===== config.mk =====
export PLATFORM = sky130hd
export DESIGN_NAME = uart_receiver_flat
export DESIGN_NICKNAME = d
export VERILOG_FILES = /design/src/rtl/uart_pkg.sv /design/src/rtl/uart_receiver_if.sv /design/src/rtl/uart_receiver_sync_2ff.sv /design/src/rtl/uart_receiver.sv /design/src/flat_wrapper.sv
export SDC_FILE = /design/constraint.sdc
export NUM_CORES = 1
export LEC_CHECK = 0
export ABC_CLOCK_PERIOD_IN_PS = 2500
export BUFFER_PORTS_ARGS = -buffer_cell sky130_fd_sc_hd__buf_2
export CAP_MARGIN = 10
export CORE_MARGIN = 2
export CORE_UTILIZATION = 30
export DETAILED_ROUTE_END_ITERATION = 10
export PLACE_DENSITY = 0.51
export SETUP_SLACK_MARGIN = 0.3
export SLEW_MARGIN = 0
export SYNTH_ARGS = -nofsm -noshare
export SYNTH_HDL_FRONTEND = slang
export SYNTH_SLANG_ARGS = --single-unit
export TNS_END_PERCENT = 100

===== constraint.sdc =====
create_clock -name CLK -period 2.5 [get_ports CLK]
set_clock_uncertainty 0.2 [all_clocks]
set_input_delay 0.5 -clock CLK [delete_from_list [all_inputs] [get_ports CLK]]
set_output_delay 0.5 -clock CLK [all_outputs]
set_load 0.02 [all_outputs]

===== src/rtl/uart_pkg.sv =====
// Shared UART definitions: data width, receiver FSM encoding and the
// control characters that the FIFO and command parser also recognise.
package uart_pkg;

   localparam int DATA_WIDTH = 8;

   localparam logic [2:0] ST_IDLE  = 3'd0;
   localparam logic [2:0] ST_START = 3'd1;
   localparam logic [2:0] ST_DATA  = 3'd2;
   localparam logic [2:0] ST_STOP  = 3'd3;
   localparam logic [2:0] ST_BREAK = 3'd4;

   typedef enum logic [2:0] {
      IDLE  = ST_IDLE,
      START = ST_START,
      DATA  = ST_DATA,
      STOP  = ST_STOP,
      BREAK = ST_BREAK
   } rx_state_t;

   localparam logic [7:0] CR = 8'h0D;
   localparam logic [7:0] LF = 8'h0A;
   localparam logic [7:0] BS = 8'h08;

endpackage


===== src/rtl/uart_receiver_if.sv =====
// Receive-side bundle: serial pin in, byte/strobe/status out.
// master = the receiver itself, slave = whoever drives the pin and consumes bytes.
interface uart_receiver_if;
   import uart_pkg::*;

   logic                  iRXD;
   logic                  oDE;
   logic [DATA_WIDTH-1:0] oDATA;
   logic                  oFERR;
   logic                  oBUSY;

   modport master (input iRXD, output oDE, output oDATA, output oFERR, output oBUSY);
   modport slave  (output iRXD, input oDE, input oDATA, input oFERR, input oBUSY);

endinterface


===== src/rtl/uart_receiver_sync_2ff.sv =====
// Two-flop synchroniser for a single asynchronous input pin.
// The reset value is a parameter so idle-high and idle-low pins can share it.
module sync_2ff #(
   parameter logic RESET_VAL = 1'b1
) (
   input  logic CLK,
   input  logic RST,
   input  logic iD,
   output logic oQ
);

   logic meta;

   // Capture the pin, then give the first flop a full cycle to settle.
   always_ff @(posedge CLK or posedge RST) begin
      if (RST) begin
         meta <= RESET_VAL;
         oQ   <= RESET_VAL;
      end else begin
         meta <= iD;
         oQ   <= meta;
      end
   end

endmodule


===== src/rtl/uart_receiver.sv =====
// 8N1 UART receiver, LSB first, mid-bit sampling from a divided bit timer.
// Good frames give one byte with a one-cycle oDE; a low stop bit gives a
// one-cycle oFERR and the line must return high before a new start is taken.
module uart_receiver
   import uart_pkg::*;
#(
   parameter int CLK_FREQ  = 50000000,
   parameter int BAUD_RATE = 115200
) (
   input  logic           CLK,
   input  logic           RST,
   uart_receiver_if.master bus
);

   localparam int DIV   = CLK_FREQ / BAUD_RATE;
   localparam int HALF  = DIV / 2;
   localparam int CNT_W = $clog2(DIV);

   localparam logic [CNT_W-1:0] HALF_M1 = CNT_W'(HALF - 1);
   localparam logic [CNT_W-1:0] DIV_M1  = CNT_W'(DIV - 1);

   generate
      if (DIV < 4) begin : g_div_check
         $error("uart_receiver: CLK_FREQ/BAUD_RATE must be at least 4");
      end
   endgenerate

   rx_state_t             state, stateNext;
   logic [CNT_W-1:0]      bitCnt, bitCntNext;
   logic [2:0]            bitIdx, bitIdxNext;
   logic [DATA_WIDTH-1:0] shiftReg, shiftNext;
   logic [DATA_WIDTH-1:0] dataReg, dataNext;
   logic                  deReg, deNext;
   logic                  ferrReg, ferrNext;
   logic                  rxd;

   sync_2ff #(.RESET_VAL(1'b1)) u_sync (
      .CLK (CLK),
      .RST (RST),
      .iD  (bus.iRXD),
      .oQ  (rxd)
   );

   // Register the FSM state together with the bit timer, shifter and outputs.
   always_ff @(posedge CLK or posedge RST) begin
      if (RST) begin
         state    <= IDLE;
         bitCnt   <= '0;
         bitIdx   <= '0;
         shiftReg <= '0;
         dataReg  <= '0;
         deReg    <= 1'b0;
         ferrReg  <= 1'b0;
      end else begin
         state    <= stateNext;
         bitCnt   <= bitCntNext;
         bitIdx   <= bitIdxNext;
         shiftReg <= shiftNext;
         dataReg  <= dataNext;
         deReg    <= deNext;
         ferrReg  <= ferrNext;
      end
   end

   // Frame sequencing: start mid-point check, eight data samples, stop check,
   // and a break wait so a held-low line is never mistaken for a new start.
   always_comb begin
      stateNext  = state;
      bitCntNext = bitCnt;
      bitIdxNext = bitIdx;
      shiftNext  = shiftReg;
      dataNext   = dataReg;
      deNext     = 1'b0;
      ferrNext   = 1'b0;

      case (state)
         IDLE: begin
            if (!rxd) begin
               stateNext  = START;
               bitCntNext = '0;
            end
         end
         START: begin
            if (bitCnt == HALF_M1) begin
               bitCntNext = '0;
               if (!rxd) begin
                  stateNext  = DATA;
                  bitIdxNext = '0;
               end else begin
                  stateNext = IDLE;
               end
            end else begin
               bitCntNext = bitCnt + CNT_W'(1);
            end
         end
         DATA: begin
            if (bitCnt == DIV_M1) begin
               shiftNext[bitIdx] = rxd;
               bitCntNext        = '0;
               if (bitIdx == 3'd7) begin
                  stateNext = STOP;
               end else begin
                  bitIdxNext = bitIdx + 3'd1;
               end
            end else begin
               bitCntNext = bitCnt + CNT_W'(1);
            end
         end
         STOP: begin
            if (bitCnt == DIV_M1) begin
               bitCntNext = '0;
               if (rxd) begin
                  dataNext  = shiftReg;
                  deNext    = 1'b1;
                  stateNext = IDLE;
               end else begin
                  ferrNext  = 1'b1;
                  stateNext = BREAK;
               end
            end else begin
               bitCntNext = bitCnt + CNT_W'(1);
            end
         end
         BREAK: begin
            if (rxd) begin
               stateNext = IDLE;
            end
         end
         default: begin
            stateNext = IDLE;
         end
      endcase
   end

   assign bus.oDE   = deReg;
   assign bus.oDATA = dataReg;
   assign bus.oFERR = ferrReg;
   assign bus.oBUSY = (state != IDLE);

endmodule


===== src/flat_wrapper.sv =====
// flat-port wrapper written by rule: the top's interface ports become plain ports
module uart_receiver_flat import uart_pkg::*;
#(
   parameter int CLK_FREQ  = 50000000,
   parameter int BAUD_RATE = 115200
)
  (CLK, RST, bus_iRXD, bus_oDE, bus_oDATA, bus_oFERR, bus_oBUSY);
  uart_receiver_if bus_i ();
  input  logic CLK;
  input  logic RST;
  input wire logic [$bits(bus_i.iRXD)-1:0] bus_iRXD;
  output wire logic [$bits(bus_i.oDE)-1:0] bus_oDE;
  output wire logic [$bits(bus_i.oDATA)-1:0] bus_oDATA;
  output wire logic [$bits(bus_i.oFERR)-1:0] bus_oFERR;
  output wire logic [$bits(bus_i.oBUSY)-1:0] bus_oBUSY;
  assign bus_i.iRXD = bus_iRXD;
  assign bus_oDE = bus_i.oDE;
  assign bus_oDATA = bus_i.oDATA;
  assign bus_oFERR = bus_i.oFERR;
  assign bus_oBUSY = bus_i.oBUSY;
  uart_receiver #(.CLK_FREQ(CLK_FREQ), .BAUD_RATE(BAUD_RATE)) u_core (.CLK(CLK), .RST(RST), .bus(bus_i));
endmodule

## After elaboration in Yosys (flattened, before gate mapping)

Index checks and enable logic that the tools add are counted.

| word-level totals | value |
|---|---|
| bits in registers | 35 |
| bits of input ports | 3 |

| operators by class | value |
|---|---|
| $add $sub $neg | 2 |
| order comparisons | 2 |
| reductions and logical operators | 11 |
| muxes and demuxes | 27 |
| eq/ne operators | 15 |

Operators by type and width:

| cell | count |
|---|---|
| two-way mux 3 bit | 11 |
| two-way mux 9 bit | 3 |
| case mux 9 bit (3 select lines) | 1 |
| case mux 3 bit (5 select lines) | 1 |
| adder 9 x 1 -> 9 bit, second input constant | 1 |
| equality test 9 x 8 -> 1 bit, second input constant | 1 |
| equality test 9 bit, second input constant | 1 |
| bitwise mux 8 bit | 1 |
| != test 2 x 1 -> 1 bit, second input constant | 4 |
| != test 2 bit, second input constant | 4 |
| two-way mux 1 bit | 7 |
| equality test 3 x 2 -> 1 bit, second input constant | 2 |
| equality test 3 bit, second input constant | 2 |
| case mux 3 bit (2 select lines) | 1 |
| AND reduction 6 bit | 1 |
| nonzero test 3 bit | 2 |
| AND reduction 5 bit | 1 |
| < comparator 3 x 4 -> 1 bit, second input constant | 1 |
| AND reduction 2 bit | 2 |
| adder 3 x 1 -> 3 bit, second input constant | 1 |
| demux 1 bit (select 3 bit) | 1 |
| equality test 3 x 1 -> 1 bit, second input constant | 1 |
| >= comparator 3 x 1 -> 1 bit, second input constant | 1 |
| zero test 3 bit | 1 |
| 5 further kinds | 5 |

## Longest topological paths before layout

| depth | value |
|---|---|
| depth in word-level cells | 5 |
| mapped depth | 6 |

## Cells and area by module

Synthesis repeated with hierarchy kept, for this count alone.

| unflattened totals | value |
|---|---|
| cells, all modules | 167 |
| area, all modules | 1780.5 µm² |

By module, submodules not included:

| module | seq. area each (µm²) | instances | area each (µm²) | cells an instance |
|---|---|---|---|---|
| uart_receiver | 825.8 | 1 | 1724.2 | 164 |
| sync_2ff | 52.6 | 1 | 56.3 | 3 |

## Worst setup path after synthesis

No wires, ideal clock.

| path | value |
|---|---|
| kind | register -> register |
| start | register u_core.bitCnt[1] |
| end | register u_core.dataReg[0], in the netlist u_core.bus.oDATA[0] |
| required time | 2.175 ns |
| period minus slack after synthesis | 2.051 ns |
| setup slack | 0.449 ns |
| cell stages (with the launch flop) | 7 |
| data arrival time | 1.726 ns |
| path buffers | 1 |
| setup time | 0.125 ns |
| cells stage by stage | dfrtp_1 > inv_1 > ha_1 > nand4b_1 > or4_4 > buf_6 > mux2_4 |

| on the way | value |
|---|---|
| word-level cells in the longest chain between the ends | 2 |

RTL lines:

| item | RTL line | source |
|---|---|---|
| from (decl) | uart_receiver.sv:29 | `logic [CNT_W-1:0] bitCnt, bitCntNext;` |
| from (signal assigned) | uart_receiver.sv:56 | `bitCnt <= bitCntNext;` |
| equality test 9 bit | uart_receiver.sv:110 | `if (bitCnt == DIV_M1) begin` |
| AND reduction 3 bit (no source line) | - |  |
| to (signal assigned) | uart_receiver.sv:59 | `dataReg <= dataNext;` |
| to (decl) | uart_receiver.sv:32 | `logic [DATA_WIDTH-1:0] dataReg, dataNext;` |

No other way between the ends.
A chain may end at the register's enable or synchronous reset.

## Worst setup path after layout

| path | value |
|---|---|
| start | register u_core.bitCnt[1] |
| end | register u_core.dataReg[2], in the netlist u_core.bus.oDATA[2] |

The elaborated chain is that of the path after synthesis.

==> flow_metrics.env <==
export IMPL_post_dp_hpwl_mm=2.56
export IMPL_synth_top_cells_by_count="33 x dfrtp_1, 18 x nand2_1, 9 x nor3_1, 8 x mux2_4"
export IMPL_gr_usage_all_layers_pct=11.3
export IMPL_syn_instance_count=166
export IMPL_detailedPlace_worstSlack_ps=231
export IMPL_period_needed_ps=2170
export IMPL_arrival_ps=2150
export IMPL_max_slew_worst_pin_slew_ps=456
export IMPL_final_max_slew_violation_count=0
export IMPL_critical_path_reg2reg_endpoint="u_core.bus.oDATA[2]"
export IMPL_first_iter_violations=52
export IMPL_final_nets=193
export IMPL_vias_per_cell=4.96
export IMPL_placement_io_buffers=13
export IMPL_fin_hold_ws_ps=92.9
export IMPL_clk_root_buffer_cell="clkbuf_8"
export IMPL_wl_mm=3.70
export IMPL_critical_path_cell_chain="inv_2 -> ha_4 -> nand4b_1 -> or4_4 -> mux2_4"
export IMPL_async_flop_share_pct=100
export IMPL_synthesis_area_per_instance_um2=11.3
export IMPL_cts_made_buffers=5
export IMPL_initial_drt_pass_iterations=4
export IMPL_num_fill_cells=595
export IMPL_grt_overflow=0
export IMPL_synth_top_cell_area_share_pct=43.9
export IMPL_finalPower_w=0.00100
export IMPL_synthMostInstantiatedCell="dfrtp_1"
export IMPL_max_cap_violations=0
export IMPL_placeableCoreArea_mm2=0.00599
export IMPL_max_freq_mhz=460
export IMPL_synth_seq_area_share_pct=46.7
export IMPL_cts_reportedPaths_clkPinSlew_ps=80
export IMPL_pin_count=14
export IMPL_clock_sinks=35
export IMPL_hold_violations=0
export IMPL_detailroute_via_count=1295
export IMPL_clock_insertion_delay_worst_skew_ps=300
export IMPL_cp_end_kind="register"
export IMPL_worst_ir_drop_vdd_mv=0.168
export IMPL_fin_tns_setup_ps=0
export IMPL_die_height_um=83.2
export IMPL_final_min_period_over_clock_period_pct=87.0
export IMPL_yosys_most_used_dff="dfrtp_1"
export IMPL_leakage_nw=0.995
export IMPL_floorplan_initialDensity_pct=31.4
export IMPL_rsz0062_at_grt="yes"
export IMPL_grt_first_pass_wirelength_mm=6.29
export IMPL_outcome="complete, no violations"
export IMPL_fp_dieArea_mm2=0.00692
export IMPL_synth_edf_count=0
export IMPL_tritoncts="built"
export IMPL_ys_warns=0
export IMPL_timing_reg2reg_worst_path_depth=5
export IMPL_syn_cell_area_mm2=0.00188
export IMPL_critical_path_slowest_cell="or4_4"
export IMPL_synth_top_cells_by_area="dfrtp_1 44%, mux2_4 6.4%, nand2_1 3.6%"
export IMPL_floorplan_rows=28
export IMPL_number_of_global_route_vias_before_repair=1289
export IMPL_cts_root_to_sink_buffers=2
export IMPL_layout_drive_gt1_share_pct=30.1
export IMPL_gp_weighted_congestion=0.739
export IMPL_timing_worst_setup_path_type="register to register"
export IMPL_grt_antenna_before_repair=0
export IMPL_critical_path_peak_fanout=8
export IMPL_critical_path_max_stage_delay_ps=700
export IMPL_grt_max_degree=36
export IMPL_drtAntennaViolNets=0
export IMPL_finalSetupViolCount=0
export IMPL_timing_reg2reg_setup_slack_ps=330
export IMPL_detail_route_drc_violations=0
export IMPL_antenna_cells=0
export IMPL_cts_htree_levels=2
export IMPL_die_w_um=83.2
export IMPL_cellPowerDensity_mw_per_mm2=465
export IMPL_rr_startpoint="u_core.bitCnt[1]"
export IMPL_areaGrowthSynthToFinish_pct=14.8
export IMPL_synthDistinctLibCells=48
export IMPL_slew_limit_headroom_pct=69.6
export IMPL_yosys_area_top_type="dfrtp_1"
export IMPL_routed_length_per_instance_um=14.2
export IMPL_class_of_the_tightest_hold_or_removal_check="input port to asynchronous set/reset pin"
export IMPL_setup_slack_ps=325
export IMPL_synth_seq_cells=35
export IMPL_cp_start_kind="register"
export IMPL_worst_ep_required_time_ps=2480
export IMPL_synth_net_count=174
metal layers:
metal	vias up	global-route usage, %	part of all wire, %
li1	639	-	-
met3	8	3.08	3.7
met1	623	14.5	49
met5	-	0	0
met2	25	17.5	45
met4	0	5.37	2.1
area by class of cell:
| cell class | count | area, um2 | area share (%) |
|---|---|---|---|
| timing repair buffer | 22 | 133 | 6.14 |
| clock inverter | 3 | 20.0 | 0.927 |
| tap | 75 | 93.8 | 4.35 |
| clock buffer | 5 | 68.8 | 3.19 |
| multi-input combinational | 115 | 943 | 43.7 |
| inverter | 6 | 22.5 | 1.04 |
| sequential | 35 | 878 | 40.7 |
power breakdown:
group | total (W) | internal [W] | switching, W
Sequential | 0.000569 | 0.000569 | 0.000000636
Clock | 0.000413 | 0.000194 | 0.000220
Combinational | 0.0000209 | 0.00000454 | 0.0000163
Total | 0.00100 | 0.000767 | 0.000237
critical path: cells and delay by family, from the launching register on:
family | cells | cell delay [ps]
DFF | 1 | 430
adders and majority gates | 1 | 130
muxes | 1 | 330
and+or+nand+nor | 2 | 870
buffers and inverters | 1 | 100
metrics by stage:
stage,cell area (um2),instances,util (%)
after floorplan,1880,166,-
after global placement,2010,248,33.5
after detailed placement,2010,248,33.5
after CTS,2100,256,35.1
after global routing,2160,261,36.0
final,2160,261,36.0
what timing repair did:
action                     4_1_cts  5_1_grt
pin swaps                        0        2
setup endpoints to repair        5       10
hold buffers                     0        0
resized for setup                1        4
setup buffers                    0        5
how the worst max path moves through the flow:
| stage | from | end | depth (start not counted) |
|---|---|---|---|
| floorplan | u_core.bitCnt[1] | u_core.bus.oDATA[0] | 6 |
| global placement | u_core.bitCnt[1] | u_core.state[0] | 6 |
| detailed placement | u_core.bitCnt[1] | u_core.state[0] | 6 |
| CTS | u_core.bitCnt[1] | u_core.bus.oDATA[2] | 5 |
| global route | u_core.bitCnt[1] | u_core.bus.oDATA[4] | 5 |
| finish | u_core.bitCnt[1] | u_core.bus.oDATA[2] | 5 |
placed cells by master (no fill, tap or decap), drive strengths merged, types with 2 or more instances in the layout:
| cell type | n |
|---|---|
| or3 | 2 |
| ha | 5 |
| or3b | 2 |
| nor2 | 6 |
| nand3 | 6 |
| nor3 | 9 |
| a21oi | 7 |
| o31ai | 2 |
| mux2i | 2 |
| a2111oi | 2 |
| inv | 6 |
| clkbuf | 5 |
| dfstp | 2 |
| nor4 | 3 |
| o31a | 2 |
| clkinvlp | 2 |
| o21ai | 4 |
| nand4 | 2 |
| nand2 | 18 |
| dfrtp | 33 |
| mux2 | 18 |
| nor2b | 3 |
| o22ai | 4 |
| buf | 22 |
registers in the layout, indices dropped and copies added, names as in the netlist:
signal and cells:
u_core.bitCnt 9, u_core.shiftReg 8, u_core.u_sync.oQ 1, u_core.u_sync.meta 1, u_core.bitIdx 3, u_core.state 3, u_core.bus.oDE 1, u_core.bus.oFERR 1
u_core.bus.oDATA 8
cell families (layout without fill, tap and decap cells):
logic type	Yosys count	in the layout	synth area share [%]
compound gates	27	27	10.7
buf+inv	16	36	4.46
fa+ha+maj	5	5	3.33
simple gates	63	63	21.4
flops	35	35	46.7
mux	20	20	13.4
(Power assumes the default switching activity.)
